===== src/rtl/alu_issue_sched_if.sv =====
// alu_issue_sched_if: dispatch, CDB wakeup, branch-resolution and issue bundle of the ALU issue scheduler
//   master : dispatch / CDB / branch side; drives disp_*, wake_*, br_*; receives disp_ready, iss_*
//   slave  : the scheduler; receives disp_*, wake_*, br_*; drives disp_ready, iss_*
//   wake_pd packs port k at [k*PREG_BITS +: PREG_BITS]
interface alu_issue_sched_if #(
    parameter int PREG_BITS = 6,
    parameter int ROB_BITS  = 4,
    parameter int BR_BITS   = 4,
    parameter int WAKE      = 2
);
    logic                       disp_valid;
    logic                       disp_ready;
    logic [PREG_BITS-1:0]       disp_ps1;
    logic [PREG_BITS-1:0]       disp_ps2;
    logic                       disp_rdy1;
    logic                       disp_rdy2;
    logic                       disp_imm_v;
    logic [31:0]                disp_imm;
    logic [3:0]                 disp_aluop;
    logic [4:0]                 disp_rd;
    logic [PREG_BITS-1:0]       disp_pd;
    logic [ROB_BITS-1:0]        disp_rob;
    logic [BR_BITS-1:0]         disp_brmask;
    logic [WAKE-1:0]            wake_valid;
    logic [WAKE*PREG_BITS-1:0]  wake_pd;
    logic                       br_valid;
    logic                       br_mispred;
    logic [$clog2(BR_BITS)-1:0] br_idx;
    logic                       iss_valid;
    logic [PREG_BITS-1:0]       iss_ps1;
    logic [PREG_BITS-1:0]       iss_ps2;
    logic                       iss_imm_v;
    logic [31:0]                iss_imm;
    logic [3:0]                 iss_aluop;
    logic [4:0]                 iss_rd;
    logic [PREG_BITS-1:0]       iss_pd;
    logic [ROB_BITS-1:0]        iss_rob;
    logic [BR_BITS-1:0]         iss_brmask;

    modport master (
        output disp_valid, disp_ps1, disp_ps2, disp_rdy1, disp_rdy2, disp_imm_v, disp_imm,
               disp_aluop, disp_rd, disp_pd, disp_rob, disp_brmask, wake_valid, wake_pd,
               br_valid, br_mispred, br_idx,
        input  disp_ready, iss_valid, iss_ps1, iss_ps2, iss_imm_v, iss_imm, iss_aluop,
               iss_rd, iss_pd, iss_rob, iss_brmask
    );

    modport slave (
        input  disp_valid, disp_ps1, disp_ps2, disp_rdy1, disp_rdy2, disp_imm_v, disp_imm,
               disp_aluop, disp_rd, disp_pd, disp_rob, disp_brmask, wake_valid, wake_pd,
               br_valid, br_mispred, br_idx,
        output disp_ready, iss_valid, iss_ps1, iss_ps2, iss_imm_v, iss_imm, iss_aluop,
               iss_rd, iss_pd, iss_rob, iss_brmask
    );
endinterface


===== src/rtl/alu_issue_sched.sv =====
// alu_issue_sched: oldest-ready-first issue queue for the single ALU pipe
//   clk            in   clock
//   rst            in   asynchronous reset, active low
//   bus            slave modport of alu_issue_sched_if (dispatch, wakeup, branch, issue packet)
//   perf_issue_cnt out  (ALU_SCHED_PERF_EN only) cycles with iss_valid
//   perf_stall_cnt out  (ALU_SCHED_PERF_EN only) cycles with a resident entry but no winner
// Optional feature macro: ALU_SCHED_PERF_EN
module alu_issue_sched #(
    parameter int DEPTH     = 8,
    parameter int PREG_BITS = 6,
    parameter int ROB_BITS  = 4,
    parameter int BR_BITS   = 4,
    parameter int WAKE      = 2
) (
    input  logic               clk,
    input  logic               rst,
`ifdef ALU_SCHED_PERF_EN
    output logic [31:0]        perf_issue_cnt,
    output logic [31:0]        perf_stall_cnt,
`endif
    alu_issue_sched_if.slave   bus
);
    localparam int IW = $clog2(DEPTH);
    localparam int OW = $clog2(DEPTH + 1);

    logic [DEPTH-1:0]     r_valid, r_rdy1, r_rdy2, r_imm_v;
    logic [PREG_BITS-1:0] r_ps1 [DEPTH];
    logic [PREG_BITS-1:0] r_ps2 [DEPTH];
    logic [PREG_BITS-1:0] r_pd [DEPTH];
    logic [31:0]          r_imm [DEPTH];
    logic [3:0]           r_aluop [DEPTH];
    logic [4:0]           r_rd [DEPTH];
    logic [ROB_BITS-1:0]  r_rob [DEPTH];
    logic [BR_BITS-1:0]   r_brmask [DEPTH];
    // r_age[i][j] set: entry i is older than entry j (only meaningful for valid pairs)
    logic [DEPTH-1:0]     r_age [DEPTH];
    logic [OW-1:0]        r_occ;

    logic [DEPTH-1:0]     w_req, w_win, w_kill, w_wk1, w_wk2, w_valid_nxt;
    logic [BR_BITS-1:0]   w_brclr;
    logic [IW-1:0]        w_free, w_sel;
    logic [OW-1:0]        w_occ_nxt;
    logic                 w_any, w_acc, w_wr, w_brk, w_brc, w_dwk1, w_dwk2;

    assign w_brk          = bus.br_valid & bus.br_mispred;
    assign w_brc          = bus.br_valid & ~bus.br_mispred;
    assign w_brclr        = w_brc ? (BR_BITS'(1) << bus.br_idx) : '0;
    assign bus.disp_ready = (r_occ != OW'(DEPTH));
    assign w_acc          = bus.disp_valid & bus.disp_ready;
    // an accepted op depending on the branch being squashed is simply not written
    assign w_wr           = w_acc & ~(w_brk & bus.disp_brmask[bus.br_idx]);

    always_comb begin
        w_dwk1    = 1'b0;
        w_dwk2    = 1'b0;
        w_wk1     = '0;
        w_wk2     = '0;
        w_kill    = '0;
        w_req     = '0;
        w_win     = '0;
        w_free    = '0;
        w_sel     = '0;
        w_any     = 1'b0;
        w_occ_nxt = '0;
        for (int k = 0; k < WAKE; k++) begin
            w_dwk1 |= bus.wake_valid[k] & (bus.wake_pd[k*PREG_BITS +: PREG_BITS] == bus.disp_ps1);
            w_dwk2 |= bus.wake_valid[k] & (bus.wake_pd[k*PREG_BITS +: PREG_BITS] == bus.disp_ps2);
        end
        for (int i = DEPTH - 1; i >= 0; i--)
            if (!r_valid[i]) w_free = IW'(i);
        for (int i = 0; i < DEPTH; i++) begin
            for (int k = 0; k < WAKE; k++) begin
                w_wk1[i] |= bus.wake_valid[k] & (bus.wake_pd[k*PREG_BITS +: PREG_BITS] == r_ps1[i]);
                w_wk2[i] |= bus.wake_valid[k] & (bus.wake_pd[k*PREG_BITS +: PREG_BITS] == r_ps2[i]);
            end
            w_kill[i] = r_valid[i] & w_brk & r_brmask[i][bus.br_idx];
            w_req[i]  = r_valid[i] & r_rdy1[i] & (r_rdy2[i] | r_imm_v[i]) & ~w_kill[i];
        end
        // winner: a requester with no older requester; at most one such entry exists
        for (int i = 0; i < DEPTH; i++) begin
            w_win[i] = w_req[i];
            for (int j = 0; j < DEPTH; j++)
                if (j != i && w_req[j] && r_age[j][i]) w_win[i] = 1'b0;
            if (w_win[i]) begin
                w_sel = IW'(i);
                w_any = 1'b1;
            end
        end
        w_valid_nxt = r_valid & ~w_kill & ~(w_any ? (DEPTH'(1) << w_sel) : '0);
        if (w_wr) w_valid_nxt[w_free] = 1'b1;
        for (int i = 0; i < DEPTH; i++)
            w_occ_nxt += OW'(w_valid_nxt[i]);
    end

    always_ff @(posedge clk or negedge rst) begin
        if (!rst) begin
            r_valid        <= '0;
            r_rdy1         <= '0;
            r_rdy2         <= '0;
            r_imm_v        <= '0;
            r_occ          <= '0;
            for (int i = 0; i < DEPTH; i++) begin
                r_ps1[i]    <= '0;
                r_ps2[i]    <= '0;
                r_pd[i]     <= '0;
                r_imm[i]    <= '0;
                r_aluop[i]  <= '0;
                r_rd[i]     <= '0;
                r_rob[i]    <= '0;
                r_brmask[i] <= '0;
                r_age[i]    <= '0;
            end
            bus.iss_valid  <= 1'b0;
            bus.iss_ps1    <= '0;
            bus.iss_ps2    <= '0;
            bus.iss_imm_v  <= 1'b0;
            bus.iss_imm    <= '0;
            bus.iss_aluop  <= '0;
            bus.iss_rd     <= '0;
            bus.iss_pd     <= '0;
            bus.iss_rob    <= '0;
            bus.iss_brmask <= '0;
        end else begin
            r_valid <= w_valid_nxt;
            r_occ   <= w_occ_nxt;
            r_rdy1  <= r_rdy1 | w_wk1;
            r_rdy2  <= r_rdy2 | w_wk2;
            for (int i = 0; i < DEPTH; i++)
                r_brmask[i] <= r_brmask[i] & ~w_brclr;
            if (w_wr) begin
                r_ps1[w_free]    <= bus.disp_ps1;
                r_ps2[w_free]    <= bus.disp_ps2;
                r_rdy1[w_free]   <= bus.disp_rdy1 | w_dwk1;
                r_rdy2[w_free]   <= bus.disp_rdy2 | bus.disp_imm_v | w_dwk2;
                r_imm_v[w_free]  <= bus.disp_imm_v;
                r_imm[w_free]    <= bus.disp_imm;
                r_aluop[w_free]  <= bus.disp_aluop;
                r_rd[w_free]     <= bus.disp_rd;
                r_pd[w_free]     <= bus.disp_pd;
                r_rob[w_free]    <= bus.disp_rob;
                r_brmask[w_free] <= bus.disp_brmask & ~w_brclr;
                // newcomer is younger than everything already resident
                for (int j = 0; j < DEPTH; j++) begin
                    r_age[w_free][j] <= 1'b0;
                    if (IW'(j) != w_free) r_age[j][w_free] <= 1'b1;
                end
            end
            bus.iss_valid <= w_any;
            if (w_any) begin
                bus.iss_ps1    <= r_ps1[w_sel];
                bus.iss_ps2    <= r_ps2[w_sel];
                bus.iss_imm_v  <= r_imm_v[w_sel];
                bus.iss_imm    <= r_imm[w_sel];
                bus.iss_aluop  <= r_aluop[w_sel];
                bus.iss_rd     <= r_rd[w_sel];
                bus.iss_pd     <= r_pd[w_sel];
                bus.iss_rob    <= r_rob[w_sel];
                bus.iss_brmask <= r_brmask[w_sel] & ~w_brclr;
            end
        end
    end

`ifdef ALU_SCHED_PERF_EN
    always_ff @(posedge clk or negedge rst) begin
        if (!rst) begin
            perf_issue_cnt <= '0;
            perf_stall_cnt <= '0;
        end else begin
            perf_issue_cnt <= perf_issue_cnt + 32'(bus.iss_valid);
            perf_stall_cnt <= perf_stall_cnt + 32'((|r_valid) & ~w_any);
        end
    end
`endif
endmodule


===== src/flat_wrapper.sv =====
// flat-port wrapper written by rule: the top's interface ports become plain ports
module alu_issue_sched_flat 
#(
    parameter int DEPTH     = 8,
    parameter int PREG_BITS = 6,
    parameter int ROB_BITS  = 4,
    parameter int BR_BITS   = 4,
    parameter int WAKE      = 2
)
  (clk, rst, bus_disp_valid, bus_disp_ps1, bus_disp_ps2, bus_disp_rdy1, bus_disp_rdy2, bus_disp_imm_v, bus_disp_imm, bus_disp_aluop, bus_disp_rd, bus_disp_pd, bus_disp_rob, bus_disp_brmask, bus_wake_valid, bus_wake_pd, bus_br_valid, bus_br_mispred, bus_br_idx, bus_disp_ready, bus_iss_valid, bus_iss_ps1, bus_iss_ps2, bus_iss_imm_v, bus_iss_imm, bus_iss_aluop, bus_iss_rd, bus_iss_pd, bus_iss_rob, bus_iss_brmask);
  alu_issue_sched_if #(.PREG_BITS(PREG_BITS), .ROB_BITS(ROB_BITS), .BR_BITS(BR_BITS), .WAKE(WAKE)) bus_i ();
  input  logic clk;
  input  logic rst;
  input wire logic [$bits(bus_i.disp_valid)-1:0] bus_disp_valid;
  input wire logic [$bits(bus_i.disp_ps1)-1:0] bus_disp_ps1;
  input wire logic [$bits(bus_i.disp_ps2)-1:0] bus_disp_ps2;
  input wire logic [$bits(bus_i.disp_rdy1)-1:0] bus_disp_rdy1;
  input wire logic [$bits(bus_i.disp_rdy2)-1:0] bus_disp_rdy2;
  input wire logic [$bits(bus_i.disp_imm_v)-1:0] bus_disp_imm_v;
  input wire logic [$bits(bus_i.disp_imm)-1:0] bus_disp_imm;
  input wire logic [$bits(bus_i.disp_aluop)-1:0] bus_disp_aluop;
  input wire logic [$bits(bus_i.disp_rd)-1:0] bus_disp_rd;
  input wire logic [$bits(bus_i.disp_pd)-1:0] bus_disp_pd;
  input wire logic [$bits(bus_i.disp_rob)-1:0] bus_disp_rob;
  input wire logic [$bits(bus_i.disp_brmask)-1:0] bus_disp_brmask;
  input wire logic [$bits(bus_i.wake_valid)-1:0] bus_wake_valid;
  input wire logic [$bits(bus_i.wake_pd)-1:0] bus_wake_pd;
  input wire logic [$bits(bus_i.br_valid)-1:0] bus_br_valid;
  input wire logic [$bits(bus_i.br_mispred)-1:0] bus_br_mispred;
  input wire logic [$bits(bus_i.br_idx)-1:0] bus_br_idx;
  output wire logic [$bits(bus_i.disp_ready)-1:0] bus_disp_ready;
  output wire logic [$bits(bus_i.iss_valid)-1:0] bus_iss_valid;
  output wire logic [$bits(bus_i.iss_ps1)-1:0] bus_iss_ps1;
  output wire logic [$bits(bus_i.iss_ps2)-1:0] bus_iss_ps2;
  output wire logic [$bits(bus_i.iss_imm_v)-1:0] bus_iss_imm_v;
  output wire logic [$bits(bus_i.iss_imm)-1:0] bus_iss_imm;
  output wire logic [$bits(bus_i.iss_aluop)-1:0] bus_iss_aluop;
  output wire logic [$bits(bus_i.iss_rd)-1:0] bus_iss_rd;
  output wire logic [$bits(bus_i.iss_pd)-1:0] bus_iss_pd;
  output wire logic [$bits(bus_i.iss_rob)-1:0] bus_iss_rob;
  output wire logic [$bits(bus_i.iss_brmask)-1:0] bus_iss_brmask;
  assign bus_i.disp_valid = bus_disp_valid;
  assign bus_i.disp_ps1 = bus_disp_ps1;
  assign bus_i.disp_ps2 = bus_disp_ps2;
  assign bus_i.disp_rdy1 = bus_disp_rdy1;
  assign bus_i.disp_rdy2 = bus_disp_rdy2;
  assign bus_i.disp_imm_v = bus_disp_imm_v;
  assign bus_i.disp_imm = bus_disp_imm;
  assign bus_i.disp_aluop = bus_disp_aluop;
  assign bus_i.disp_rd = bus_disp_rd;
  assign bus_i.disp_pd = bus_disp_pd;
  assign bus_i.disp_rob = bus_disp_rob;
  assign bus_i.disp_brmask = bus_disp_brmask;
  assign bus_i.wake_valid = bus_wake_valid;
  assign bus_i.wake_pd = bus_wake_pd;
  assign bus_i.br_valid = bus_br_valid;
  assign bus_i.br_mispred = bus_br_mispred;
  assign bus_i.br_idx = bus_br_idx;
  assign bus_disp_ready = bus_i.disp_ready;
  assign bus_iss_valid = bus_i.iss_valid;
  assign bus_iss_ps1 = bus_i.iss_ps1;
  assign bus_iss_ps2 = bus_i.iss_ps2;
  assign bus_iss_imm_v = bus_i.iss_imm_v;
  assign bus_iss_imm = bus_i.iss_imm;
  assign bus_iss_aluop = bus_i.iss_aluop;
  assign bus_iss_rd = bus_i.iss_rd;
  assign bus_iss_pd = bus_i.iss_pd;
  assign bus_iss_rob = bus_i.iss_rob;
  assign bus_iss_brmask = bus_i.iss_brmask;
  alu_issue_sched #(.DEPTH(DEPTH), .PREG_BITS(PREG_BITS), .ROB_BITS(ROB_BITS), .BR_BITS(BR_BITS), .WAKE(WAKE)) u_core (.clk(clk), .rst(rst), .bus(bus_i));
endmodule

===== config.mk =====
export PLATFORM = sky130hd
export DESIGN_NAME = alu_issue_sched_flat
export DESIGN_NICKNAME = d
export VERILOG_FILES = /design/src/rtl/alu_issue_sched_if.sv /design/src/rtl/alu_issue_sched.sv /design/src/flat_wrapper.sv
export SDC_FILE = /design/constraint.sdc
export NUM_CORES = 2
export LEC_CHECK = 0
export ABC_AREA = 1
export CAP_MARGIN = 25
export CORE_ASPECT_RATIO = 2
export CORE_MARGIN = 2
export CORE_UTILIZATION = 64
export CTS_BUF_LIST = sky130_fd_sc_hd__clkbuf_16
export CTS_CLUSTER_DIAMETER = 40
export DETAILED_ROUTE_END_ITERATION = 10
export HOLD_SLACK_MARGIN = 0.03
export PLACE_DENSITY_LB_ADDON = 0.2
export SLEW_MARGIN = 15
export SYNTH_ARGS = -nofsm -noshare
export SYNTH_HDL_FRONTEND = slang
export SYNTH_SLANG_ARGS = --single-unit
export TNS_END_PERCENT = 50

===== constraint.sdc =====
create_clock -name clk -period 11.8 [get_ports clk]
set_clock_uncertainty 0.05 [all_clocks]
set_input_delay 1.18 -clock clk [delete_from_list [all_inputs] [get_ports clk]]
set_output_delay 1.18 -clock clk [all_outputs]
set_load 0.02 [all_outputs]

==> flow_summary.toml <==
[clock_tree]
cts_buffers = 66
cts_resized = 0
clk_latency_ps = 630
cts.sinks = 697
ctsHoldBuffers = 0
htreeDepth = 3
max-clock-path-buffers = 3
clk_pin_slew_worst_paths_ps = 60
cts_tree = "built"
root_buffer = "clkbuf_16"
post_cts_buffers = 0

[worst_hold_path]
min_to = "u_core.r_imm[238]"
hp-start = "u_core.r_imm[238]"
min_path_type = "register to register"
hold_depth = 2

[synth]
yosys_register_bits = 697
avgSynthCellArea_um2 = 8.098
ys_seq_area_share_pct = 52.61
yosys_warnings = 0
ys.flop_type = "dfrtp_1"
synthCells = 4094
synth_enable_flop_cells = 0
synth_area_um2 = 33150
syn_nets = 4192
post_synth_num_cell_types = 49
synthArstFlopShare_pct = 100.0

[route]
drt_first_pass_iters = 11
ant_nets = 0
drc = 21
routed_wl_um = 112100
vias = 31020
viasPerCell = 6.450
post_drt_wl_per_cell_um = 23.31
drtIter0Drc = 4258

[worst_setup_path]
start_kind = "input pin"
r2r_cells = 23
crit_fanout = 78
required_ps = 12310
path_class = "input pin to register"
cp.arrival_ps = 8160
rr_endpoint = "u_core.r_occ[1]"
endpoint_kind = "register"
reg2reg_from = "u_core.r_valid[4]"
crit_path_start = "bus_br_idx[0]"
reg2reg_slack_ps = 4910

[run_status]
run_status = "complete, but fails checks"
violations = "DRC"

[finish]
final_cell_area_um2 = 37090
nets = 4193
drive_gt1_share_pct = 4.536
instances_no_fill = 4809
areaGrowthSynthToFinish_pct = 11.87

[die]
die_h_um = 325.9
core_um2 = 51530
num_io_pins = 161
die_w_um = 164.9
num_rows = 118
start_util_pct = 64.34
die_area_um2 = 53750

[global_route]
antenna_found_initial = 7
grt_pass1_vias = 30220
track_usage_pct = 42.67
overflow = 0
grt_pass1_wl_um = 173200
grt_max_degree = 166

[timing]
max_freq_mhz = 130.8
hold_viol = 0
slew_headroom_pct = 22.73
layout_worst_path_cycle_share_pct = 64.80
worst_pin_slew_ps = 1159
setup_viol = 0
period_needed_ps = 7647
setup_tns_ps = 0
maxSlewViolCount = 0
rsz0062_at_grt = "no"

[placement]
hpwlAfterDp_um = 65880
io_buffers = 160
placed_area_um2 = 34880
place_congestion = 1.006
dp_cells = 4686

[power_and_ir_drop]
power_density_nw_per_um2 = 321.5
power.leakage_nw = 17.40
ir_worst_vdd_v = 0.0004440
p_total_mw = 11.92

[job]
cap_violations = 0
-- Yosys cell counts, types with 9 or more instances --
library cell	count	share of area, %
nand2_1	1292	15
dfrtp_1	697	53
o21ai_0	605	9.1
nand3_1	413	6.2
inv_1	236	2.7
clkbuf_1	192	2.2
nor2_1	106	1.2
nand4_1	75	1.4
o22ai_1	70	1.3
a21oi_1	58	0.88
nand3b_1	57	1.3
buf_2	55	0.83
a221oi_1	25	0.66
xor2_1	22	0.58
a2111oi_0	20	0.53
o2111ai_1	18	0.48
buf_4	14	0.32
xnor2_1	13	0.34
buf_1	11	0.12
nor3_1	11	0.17
o21ai_1	11	0.17
a211oi_1	10	0.23
inv_2	10	0.11
nand2_2	9	0.17
-- power breakdown --
| part | internal [mW] | leakage (nW) | switching [mW] | total [mW] |
|---|---|---|---|---|
| Sequential | 3.37 | 8.87 | 0.770 | 4.14 |
| Clock | 1.21 | 1.12 | 0.971 | 2.18 |
| Combinational | 1.61 | 7.41 | 3.99 | 5.60 |
-- registers in the layout (all words and copies together), names as in the netlist, 32 cells and up, named ones only --
signal	count
u_core.bus.iss_imm	32
u_core.r_age	52
u_core.r_aluop	32
u_core.r_brmask	32
u_core.r_imm	256
u_core.r_pd	48
u_core.r_ps1	48
u_core.r_ps2	48
u_core.r_rd	40
u_core.r_rob	32
-- worst max-delay path by stage --
stage	to	depth (start not counted)	slack [ps]
2_1_floorplan	u_core.r_occ[1]	27	6530
3_3_place_gp	u_core.r_occ[1]	27	3810
3_5_place_dp	u_core.r_occ[1]	27	3760
4_1_cts	u_core.r_occ[1]	27	4390
5_1_grt	u_core.r_occ[2]	29	3870
6_report	u_core.r_occ[1]	27	4150
-- per-stage QoR --
step,setup slack (ps),hold WS (ps),util (%)
after global routing,3869,452.9,71.96
after CTS,4385,438.7,71.91
after global placement,3813,415.7,67.65
after detailed placement,3757,423.1,67.69
after floorplan,6525,392.7,-
final,4153,434.9,71.98
-- cell type report --
type	instances	area, um2
antenna	4	10.01
clock buffer	69	1727
clock inverter	49	444.2
fill	4149	14440
inverter	250	952.2
multi-input combinational	2870	13660
sequential	697	17440
tap	660	825.8
timing repair buffer	210	2027
-- placed cells by master, fill, tap and decap left out, types with 69 or more instances in the layout --
master              n
clkbuf_16          69
clkdlybuf4s50_1   159
dfrtp_1           697
inv_1             246
nand2_1          1288
nand3_1           413
nand4_1            75
nor2_1            103
o21ai_0           605
o22ai_1            70
-- per-layer routing --
layer	track usage [%]	up-vias	wire length, um
li1	-	13660	-
met3	12.02	587	11720
met2	65.15	2001	52040
met5	0	-	24
met1	51.55	14770	38980
met4	30.98	4	9343
-- worst max-delay path: stages --
cell and delay [ps]:
clkdlybuf4s50_1 950, inv_2 270, nand2_1 120, nand2_1 50
nand2_1 50, nand2_1 80, nand2_2 120, nand2_2 130
nand3b_1 240, nor2_1 140, nand2_1 160, nand2_1 140
inv_2 60, a21oi_4 100, buf_4 830, nand2_1 700
o211ai_1 370, nand2_1 110, ha_1 330, inv_1 70
fa_1 430, fa_1 500, inv_1 50, fa_1 370
inv_1 90, fa_1 380, inv_1 60
-- cell families (layout without fill, tap and decap cells) --
| group | Yosys count | count (layout) | share of synthesized area (%) |
|---|---|---|---|
| adders and majority gates | 7 | 7 | 0.3548 |
| other | 0 | 4 | 0 |
| muxes | 2 | 2 | 0.06038 |
| buffers and inverters | 527 | 578 | 6.446 |
| xor gates and xnor gates | 35 | 35 | 0.9246 |
| DFF | 697 | 697 | 52.61 |
| and+or+nand+nor | 1979 | 1979 | 25.45 |
| AOI/OAI and AO/OA | 847 | 847 | 14.16 |
No activity file was read; power rests on OpenSTA's default activity.
